===== src/rtl/lsu_axil.sv =====
// Load/store unit bridging the core memory stage to an AXI4-Lite master port.
// One transaction in flight; misalignment, bus errors and response timeouts fold into one error flag.
module lsu_axil #(
  parameter int unsigned ADDR_W      = 32,
  parameter int unsigned DATA_W      = 32,
  parameter int unsigned TIMEOUT_CYC = 256
) (
  input  logic                clk_i,
  input  logic                rst_n_i,
  input  logic                req_valid_i,
  output logic                req_ready_o,
  input  logic                req_we_i,
  input  logic [ADDR_W-1:0]   req_addr_i,
  input  logic [DATA_W-1:0]   req_wdata_i,
  input  logic [1:0]          req_size_i,
  input  logic                req_unsigned_i,
  output logic                rsp_valid_o,
  output logic [DATA_W-1:0]   rsp_rdata_o,
  output logic                rsp_err_o,
  output logic [ADDR_W-1:0]   m_awaddr_o,
  output logic                m_awvalid_o,
  input  logic                m_awready_i,
  output logic [DATA_W-1:0]   m_wdata_o,
  output logic [DATA_W/8-1:0] m_wstrb_o,
  output logic                m_wvalid_o,
  input  logic                m_wready_i,
  input  logic [1:0]          m_bresp_i,
  input  logic                m_bvalid_i,
  output logic                m_bready_o,
  output logic [ADDR_W-1:0]   m_araddr_o,
  output logic                m_arvalid_o,
  input  logic                m_arready_i,
  input  logic [DATA_W-1:0]   m_rdata_i,
  input  logic [1:0]          m_rresp_i,
  input  logic                m_rvalid_i,
  output logic                m_rready_o
);
  localparam int unsigned OFF    = $clog2(DATA_W / 8);
  localparam int unsigned STRB_W = DATA_W / 8;
  localparam int unsigned CNT_W  = (TIMEOUT_CYC > 1) ? $clog2(TIMEOUT_CYC) : 1;
  localparam logic [CNT_W-1:0] CNT_LAST = CNT_W'((TIMEOUT_CYC == 0) ? 0 : TIMEOUT_CYC - 1);

  localparam logic [2:0] ST_IDLE    = 3'd0;
  localparam logic [2:0] ST_WR_REQ  = 3'd1;
  localparam logic [2:0] ST_WR_RESP = 3'd2;
  localparam logic [2:0] ST_RD_REQ  = 3'd3;
  localparam logic [2:0] ST_RD_DATA = 3'd4;
  localparam logic [2:0] ST_RESP    = 3'd5;

  logic [2:0]        state_q, state_d;
  logic [ADDR_W-1:0] addr_q, addr_d;
  logic [DATA_W-1:0] wdata_q, wdata_d;
  logic [1:0]        size_q, size_d;
  logic              unsigned_q, unsigned_d;
  logic              aw_done_q, aw_done_d;
  logic              w_done_q, w_done_d;
  logic              err_q, err_d;
  logic [DATA_W-1:0] rdata_q, rdata_d;
  logic [CNT_W-1:0]  cnt_q, cnt_d;

  logic [OFF-1:0]    off;
  logic              misaligned;
  logic              timeout_hit;
  logic [STRB_W-1:0] size_mask;
  logic [DATA_W-1:0] r_shift;
  logic [DATA_W-1:0] r_ext;
  logic              unused_resp_lsb;

  assign off             = addr_q[OFF-1:0];
  assign timeout_hit     = (TIMEOUT_CYC != 0) && (cnt_q == CNT_LAST);
  assign unused_resp_lsb = m_bresp_i[0] ^ m_rresp_i[0];

  always_comb begin
    case (req_size_i)
      2'd0:    misaligned = 1'b0;
      2'd1:    misaligned = req_addr_i[0];
      2'd2:    misaligned = |req_addr_i[1:0];
      default: misaligned = (DATA_W == 32) || (|req_addr_i[2:0]);
    endcase
  end

  always_comb begin
    case (size_q)
      2'd0:    size_mask = STRB_W'(8'h01);
      2'd1:    size_mask = STRB_W'(8'h03);
      2'd2:    size_mask = STRB_W'(8'h0F);
      default: size_mask = STRB_W'(8'hFF);
    endcase
  end

  // Load lane extraction: bring the addressed bytes down to bit 0, then extend.
  always_comb begin
    r_shift = m_rdata_i >> {off, 3'b000};
    case (size_q)
      2'd0:    r_ext = unsigned_q ? DATA_W'(r_shift[7:0])  : DATA_W'($signed(r_shift[7:0]));
      2'd1:    r_ext = unsigned_q ? DATA_W'(r_shift[15:0]) : DATA_W'($signed(r_shift[15:0]));
      2'd2:    r_ext = unsigned_q ? DATA_W'(r_shift[31:0]) : DATA_W'($signed(r_shift[31:0]));
      default: r_ext = r_shift;
    endcase
  end

  always_comb begin
    state_d    = state_q;
    addr_d     = addr_q;
    wdata_d    = wdata_q;
    size_d     = size_q;
    unsigned_d = unsigned_q;
    aw_done_d  = aw_done_q;
    w_done_d   = w_done_q;
    err_d      = err_q;
    rdata_d    = rdata_q;
    cnt_d      = cnt_q;
    case (state_q)
      ST_IDLE: begin
        if (req_valid_i) begin
          addr_d     = req_addr_i;
          wdata_d    = req_wdata_i;
          size_d     = req_size_i;
          unsigned_d = req_unsigned_i;
          aw_done_d  = 1'b0;
          w_done_d   = 1'b0;
          rdata_d    = '0;
          cnt_d      = '0;
          err_d      = misaligned;
          if (misaligned)    state_d = ST_RESP;
          else if (req_we_i) state_d = ST_WR_REQ;
          else               state_d = ST_RD_REQ;
        end
      end
      ST_WR_REQ: begin
        if (m_awready_i) aw_done_d = 1'b1;
        if (m_wready_i)  w_done_d  = 1'b1;
        if ((aw_done_q || m_awready_i) && (w_done_q || m_wready_i)) begin
          state_d = ST_WR_RESP;
          cnt_d   = '0;
        end
      end
      ST_WR_RESP: begin
        if (m_bvalid_i) begin
          err_d   = m_bresp_i[1];
          state_d = ST_RESP;
        end else if (timeout_hit) begin
          err_d   = 1'b1;
          state_d = ST_RESP;
        end else begin
          cnt_d = cnt_q + CNT_W'(1);
        end
      end
      ST_RD_REQ: begin
        if (m_arready_i) begin
          state_d = ST_RD_DATA;
          cnt_d   = '0;
        end
      end
      ST_RD_DATA: begin
        if (m_rvalid_i) begin
          err_d   = m_rresp_i[1];
          rdata_d = m_rresp_i[1] ? '0 : r_ext;
          state_d = ST_RESP;
        end else if (timeout_hit) begin
          err_d   = 1'b1;
          state_d = ST_RESP;
        end else begin
          cnt_d = cnt_q + CNT_W'(1);
        end
      end
      ST_RESP: state_d = ST_IDLE;
      default: state_d = ST_IDLE;
    endcase
  end

  always_ff @(posedge clk_i or negedge rst_n_i) begin
    if (!rst_n_i) begin
      state_q    <= ST_IDLE;
      addr_q     <= '0;
      wdata_q    <= '0;
      size_q     <= '0;
      unsigned_q <= 1'b0;
      aw_done_q  <= 1'b0;
      w_done_q   <= 1'b0;
      err_q      <= 1'b0;
      rdata_q    <= '0;
      cnt_q      <= '0;
    end else begin
      state_q    <= state_d;
      addr_q     <= addr_d;
      wdata_q    <= wdata_d;
      size_q     <= size_d;
      unsigned_q <= unsigned_d;
      aw_done_q  <= aw_done_d;
      w_done_q   <= w_done_d;
      err_q      <= err_d;
      rdata_q    <= rdata_d;
      cnt_q      <= cnt_d;
    end
  end

  // Every output decodes from flops only, so no input reaches an output combinationally.
  assign req_ready_o = (state_q == ST_IDLE);
  assign rsp_valid_o = (state_q == ST_RESP);
  assign rsp_err_o   = (state_q == ST_RESP) && err_q;
  assign rsp_rdata_o = (state_q == ST_RESP) ? rdata_q : '0;
  assign m_awaddr_o  = {addr_q[ADDR_W-1:OFF], {OFF{1'b0}}};
  assign m_araddr_o  = {addr_q[ADDR_W-1:OFF], {OFF{1'b0}}};
  assign m_awvalid_o = (state_q == ST_WR_REQ) && !aw_done_q;
  assign m_wvalid_o  = (state_q == ST_WR_REQ) && !w_done_q;
  assign m_wdata_o   = wdata_q << {off, 3'b000};
  assign m_wstrb_o   = size_mask << off;
  assign m_bready_o  = (state_q == ST_WR_RESP);
  assign m_arvalid_o = (state_q == ST_RD_REQ);
  assign m_rready_o  = (state_q == ST_RD_DATA);

endmodule


===== config.mk =====
export PLATFORM = sky130hd
export DESIGN_NAME = lsu_axil
export DESIGN_NICKNAME = d
export VERILOG_FILES = /design/src/rtl/lsu_axil.sv
export SDC_FILE = /design/constraint.sdc
export NUM_CORES = 1
export LEC_CHECK = 0
export BUFFER_PORTS_ARGS = -buffer_cell sky130_fd_sc_hd__buf_4
export CORE_ASPECT_RATIO = 0.5
export CORE_MARGIN = 4
export CORE_UTILIZATION = 53
export CTS_CLUSTER_SIZE = 8
export DETAILED_ROUTE_END_ITERATION = 12
export PLACE_DENSITY = 0.95
export SLEW_MARGIN = 5
export SYNTH_ARGS = -nofsm -noshare
export SYNTH_HDL_FRONTEND = slang
export SYNTH_SLANG_ARGS = --single-unit

===== constraint.sdc =====
create_clock -name clk_i -period 4.2 [get_ports clk_i]
set_input_delay 1.26 -clock clk_i [delete_from_list [all_inputs] [get_ports clk_i]]
set_output_delay 1.26 -clock clk_i [all_outputs]
set_load 0.02 [all_outputs]

==> reports/metrics.cfg, run 1 <==
[drt]
vias_per_cell = 5.664
firstDrtPassIters = 8
routedWlPerCell_um = 19.44
detail-route-antenna-nets = 0
first_iter_violations = 484
drc = 0
wl_um = 18490
vias = 5386

[sta]
setup-tns-final_ns = 0
timing_worst_slew_pin_value_ns = 1.173
hold_viol_final = 0
period_share = 0.9286
setup_slack_ns = 0.3000
min_period_ns = 3.900
fmax_mhz = 256.4
rsz0062_at_grt = false
relSlewSlack = 0.2165
final-setup-viol-count = 0
report.final.slew_viol_count = 0
finClkSkew_ns = 0.009784

[synth]
synthSimpleGateAreaFrac = 0.1331
synth-xor-area-share = 0.001385
syn_avg_cell_area_um2 = 10.40
ys_types = 48
asyncSetResetFlopFracSynth = 1.000
ys_seq_area_frac = 0.4471
ys_seq_elements = 113
synth_top_family_by_area = multiplexers
yosys_warnings = 0
synthMuxAreaShare = 0.1893
syn_area_um2 = 6325
synth_edf_count = 0
synth_fa_ha_area_frac = 0.001978
syn_inst = 608
synth-compound-area-share = 0.1197
synth_ff_type = dfrtp_1

[power_and_ir_drop]
vdd_drop_max_uv = 508.2
total_power_w = 0.007008
p_leak_nw = 4.018
p_per_area_nw_per_um2 = 836.9

[clock_network]
post_cts.repair.setup_buffers = 0
hold_buffers = 0
cts_htree_levels = 4
root_buffer = clkbuf_16
cts_tree = built
clk_pin_slew_worst_paths_ns = 0.06
cts.repair.resized = 0
max-clock-path-buffers = 2
cts.sinks = 113
numCtsBuffers = 17
insertion_delay_ns = 0.40

[critical_path]
worstSetupPathType = register to output pin
cp-end-kind = output pin
crit_fanout = 37
cp-start-kind = register
crit_chain = nor2b_1 > nand2_1 > o21ai_0 > buf_4
cp_data_required_time_ns = 2.94
slowest_stage = nor2b_1
cpLargestDelayFamily = simple AND/OR/NAND/NOR gates
cp_data_arrival_time_ns = 2.64
worst-path-buf-inv = 1
critPathMaxStageDelay_ns = 1.02

[placed_design]
portBuffers = 245
gp_congestion = 0.8806
place_area_um2 = 7785
place_ws_ns = 0.8248
hpwl_um = 12930

[cells_and_area]
drive_gt1_frac = 0.4659
layout.nets = 892
final_cell_mix = buf_4 (252), dfrtp_1 (112), mux2_2 (75)
final_common_cell = buf_4
antenna_cells = 0
syn_to_final_growth_pct = 32.38
fin_area_um2 = 8373
postLayoutCoreUtil = 0.7399

[global_routing]
antenna_found_initial = 0
grt_usage = 0.2625
grt_remaining_overflow = 0
grt_use_met3 = 0.05483
grt_pass1_wl_um = 29210
use_met1 = 0.3313
busiest_layer = met2
grt_max_degree = 72
first_global_vias = 5554
use_met2 = 0.4368

[worst_hold_path]
hp-class = register to register

[floorplanning]
core-area_um2 = 11320
io_pins = 252
die_area_um2 = 13850
rows = 27
chipHeight_um = 85.25
start_util = 0.5589
die_w_um = 162.5

[job]
cap_violations = 0

[run_status]
status = finished, final reports clean

worst register-to-register path, cell delays in order, from the launching register on:
cell and delay, ns:
dfrtp_2 0.91, buf_4 0.51, mux4_2 0.32, nor3b_1 0.72, a21oi_1 0.13, o21ai_0 0.24
flip-flops by register name, indices dropped and copies added, names as in the netlist:
register / flops
aw_done_q: 1
wdata_q: 32
w_done_q: 1
unsigned_q: 1
size_q: 2
err_q: 1
state_q: 3
cnt_q: 8
rdata_q: 32
addr_q: 32
through the flow:
step | std cells | hold WS [ns]
finish | 951 | 0.4801
detailed placement | 919 | 0.4667
global placement | 919 | 0.4592
floorplan | 611 | 0.4418
global route | 951 | 0.5080
CTS | 951 | 0.4800
cell families after synthesis:
family,Yosys count
fa+ha+maj,1
xor+xnor,1
other cells,1
mux,109
flops,113
buf+inv,107
simple gates,160
compound gates,116
cell type report:
class                           count  area [um2]
Clock inverter                     11       137.6
Tap cell                          159       198.9
Sequential cell                   113        2829
Inverter                            3       11.26
Timing Repair Buffer              253        1912
Fill cell                         737        2944
Clock buffer                       21       450.4
Multi-Input combinational cell    391        2834
synth_stat cells, types with 2 or more instances:
cell	instances	area (um2)
nor4_1	2	12.51
nor3b_1	2	15.01
nand2_1	43	161.4
nor2b_1	10	62.56
inv_1	3	11.26
a211oi_1	9	67.56
nor3_1	4	20.02
nand2b_1	3	18.77
buf_2	15	75.07
dfrtp_1	113	2828
mux2_2	75	844.6
buf_1	2	7.510
nand3_1	6	30.03
nor2_1	25	93.84
buf_4	64	480.5
a22o_1	8	70.07
a21oi_1	30	150.1
o22ai_1	4	25.02
buf_6	2	22.52
a221o_1	16	160.2
and2_1	44	275.3
or3_1	8	50.05
clkbuf_1	21	78.83
o21ai_0	39	195.2
mux2i_1	33	330.3
or2_2	5	31.28
power by group:
group	leakage (nW)	switching, W	internal, W
combinational	2.31	0.00195	0.00160
sequential	1.42	0.000470	0.00152
clock	0.294	0.000516	0.000944
worst paths after layout:
path                                  start             to  slack (ns)  depth (start not counted)
min in group asynchronous           rst_n_i          err_q        0.97                          1
max in group asynchronous           rst_n_i      addr_q[0]        2.47                          2
worst min-delay path            rdata_q[14]    rdata_q[14]        0.48                          2
worst max-delay path              addr_q[0]  m_wdata_o[18]        0.30                          4
worst max register to register    addr_q[0]    rdata_q[11]        1.28                          5
worst min register to register  rdata_q[14]    rdata_q[14]        0.48                          2
layer usage:
| layer | vias to the layer above | routed length [um] |
|---|---|---|
| met5 | - | 0 |
| met4 | 0 | 701 |
| met3 | 57 | 1334 |
| met2 | 282 | 9198 |
| met1 | 2618 | 7251 |
| li1 | 2429 | - |
No activity file was read; power rests on OpenSTA's default activity.
==> run 2, diff against run 1 <==
- BUFFER_PORTS_ARGS: -buffer_cell sky130_fd_sc_hd__buf_4 -> default
- CORE_MARGIN: 4 -> default
- CORE_UTILIZATION: 53 -> 60
- DONT_BUFFER_PORTS: default -> 1
- GPL_TIMING_DRIVEN: default -> 0
- PLACE_DENSITY: 0.95 -> 0.85
==> run 2 against run 1 <==
Effect of this change: hold slack worse by 0.0031 ns; clock skew down 0.00089 ns; power down 4.7%; count of clock-buffer cells in the layout unchanged; first-iteration DRC count down 38%; critical path type unchanged; the run now ends with design-rule violations left; die area down 21%; critical path depth up 1; final area down 14%; core utilization down 3.8 points; flip-flop and latch count unchanged.
==> reports/metrics.cfg, run 2 (synthesis gave the netlist of run 1 again) <==
[sta]
hold_ws_ns = 0.4769
report.final.slew_viol_count = 0
finClkSkew_ns = 0.008898
relSlewSlack = 0.4199
min_period_ns = 3.982
period_share = 0.9481
rsz0062_at_grt = false
setup-tns-final_ns = 0
hold_viol_final = 0
final-setup-viol-count = 0
fmax_mhz = 251.1
timing_worst_slew_pin_value_ns = 0.8635

[clock_network]
cts_htree_levels = 4
cts_tree = built
root_buffer = clkbuf_16
numCtsBuffers = 17
clk_pin_slew_worst_paths_ns = 0.05
cts.sinks = 113
insertion_delay_ns = 0.40
max-clock-path-buffers = 2
post_cts.repair.setup_buffers = 0

[critical_path]
crit_fanout = 11
cp-startpoint = addr_q[0]
crit_cells = 5
cp-end-kind = output pin
worstSetupPathType = register to output pin
critPathCapture = m_wdata_o[18]
cp_data_required_time_ns = 2.94
r2r_start = state_q[2]
worst-path-buf-inv = 3
cp_data_arrival_time_ns = 2.72
timing.rr.end = addr_q[0]
slowest_stage = dfrtp_1
crit_top_cell = buf_2
cpLargestDelayFamily = buffers and inverters
cp-start-kind = register
reg2reg_slack_ns = 1.26
rr_worst_depth = 7
crit_chain = buf_2 > buf_2 > buf_2 > mux2i_1 > o21ai_0
critPathMaxStageDelay_ns = 0.60

[floorplanning]
die_w_um = 147.2
chipHeight_um = 74.60
io_pins = 252
start_util = 0.6192
rows = 26
core-area_um2 = 10210
die_area_um2 = 10980

[power_and_ir_drop]
total_power_w = 0.006675
p_leak_nw = 3.207
p_per_area_nw_per_um2 = 931.7
vdd_drop_max_uv = 496.6

[drt]
firstDrtPassIters = 9
routedWlPerCell_um = 19.65
detail-route-antenna-nets = 0
wl_um = 15340
vias_per_cell = 5.977
vias = 4668
drc = 1
first_iter_violations = 300

[cells_and_area]
fill_cells = 746
layout.nets = 742
antenna_cells = 0
stdcell_count = 781
final_common_cell = dfrtp_1
syn_to_final_growth_pct = 13.27
largest_registers = addr_q (32), rdata_q (32), wdata_q (32)
final_cell_mix = dfrtp_1 (113), mux2_2 (75), buf_4 (64)
drive_gt1_frac = 0.3089

[run_status]
violations = design-rule violations
status = complete, but fails checks

[global_routing]
grt_usage = 0.2755
grt_pass1_wl_um = 22930
antenna_found_initial = 0
grt_max_degree = 114
grt_remaining_overflow = 0
first_global_vias = 4425

[job]
cap_violations = 0

[placed_design]
dp_cells = 751
hpwl_um = 11270
gp_congestion = 0.9418
portBuffers = 0

[worst_hold_path]
hp-class = register to register

-- run 2: changes by cell type in the layout (fill, tap and decap cells not counted), sizes merged --
cell and delta:
buf -171, bufinv +2, clkbuf +21, clkinv -4, clkinvlp +1
-- run 2: how the worst min path moves through the flow --
stage	startpoint	endpoint	slack (ns)	cells after the start
5_1_grt	rdata_q[9]	rdata_q[9]	0.51	2
3_3_place_gp	rdata_q[9]	rdata_q[9]	0.46	2
6_report	rdata_q[8]	rdata_q[8]	0.48	2
3_5_place_dp	rdata_q[8]	rdata_q[8]	0.47	2
2_1_floorplan	rdata_q[10]	rdata_q[10]	0.44	2
4_1_cts	rdata_q[8]	rdata_q[8]	0.48	2
-- run 2: layout make-up --
cell class / instances / area [um2] / share of cell area
plain buffers: 103 / 661.9 / 0.09239
clock buffers: 21 / 470.5 / 0.06567
clock inverters: 10 / 181.4 / 0.02532
inverters: 3 / 11.26 / 0.001572
multi-input cells: 391 / 2836 / 0.3959
flip-flops and latches: 113 / 2828 / 0.3947
well taps: 140 / 175.2 / 0.02445
-- run 2: routing by layer --
layer,vias to the layer above,global-route usage,part of all wire
met5,-,0,0
met4,0,0.1168,0.024
li1,2128,-,-
met2,224,0.4528,0.49
met3,38,0.06196,0.069
met1,2278,0.3602,0.42
-- run 2: worst register-to-register path, stage by stage, from the launching register on --
cell and delay [ns]:
dfrtp_1 0.35, buf_2 0.16, clkbuf_1 0.22, nor3_1 0.71, and2_1 0.22, clkbuf_1 0.40, buf_2 0.37, mux2_2 0.38
-- run 2: repair_timing --
action,CTS,global route
hold buffers,0,0
hold endpoints to repair,0,0
endpoints found under the setup margin,1,18
pin swaps,0,0
gates resized for setup,1,2
-- run 2: power by group --
part	leakage, nW	switching, W	internal, W
clock network	0.319	0.000497	0.00109
registers	1.42	0.000364	0.00152
logic	1.47	0.00192	0.00127
total	3.21	0.00278	0.00389
-- run 2: per-stage QoR --
stage / utilization / setup slack, ns / cell area, um2
2_1_floorplan: - / 0.8785 / 6336
3_3_place_gp: 0.6374 / 0.4808 / 6511
3_5_place_dp: 0.6374 / 0.4163 / 6511
4_1_cts: 0.7012 / 0.003825 / 7163
5_1_grt: 0.7014 / 0.1148 / 7164
6_report: 0.7014 / 0.2180 / 7164
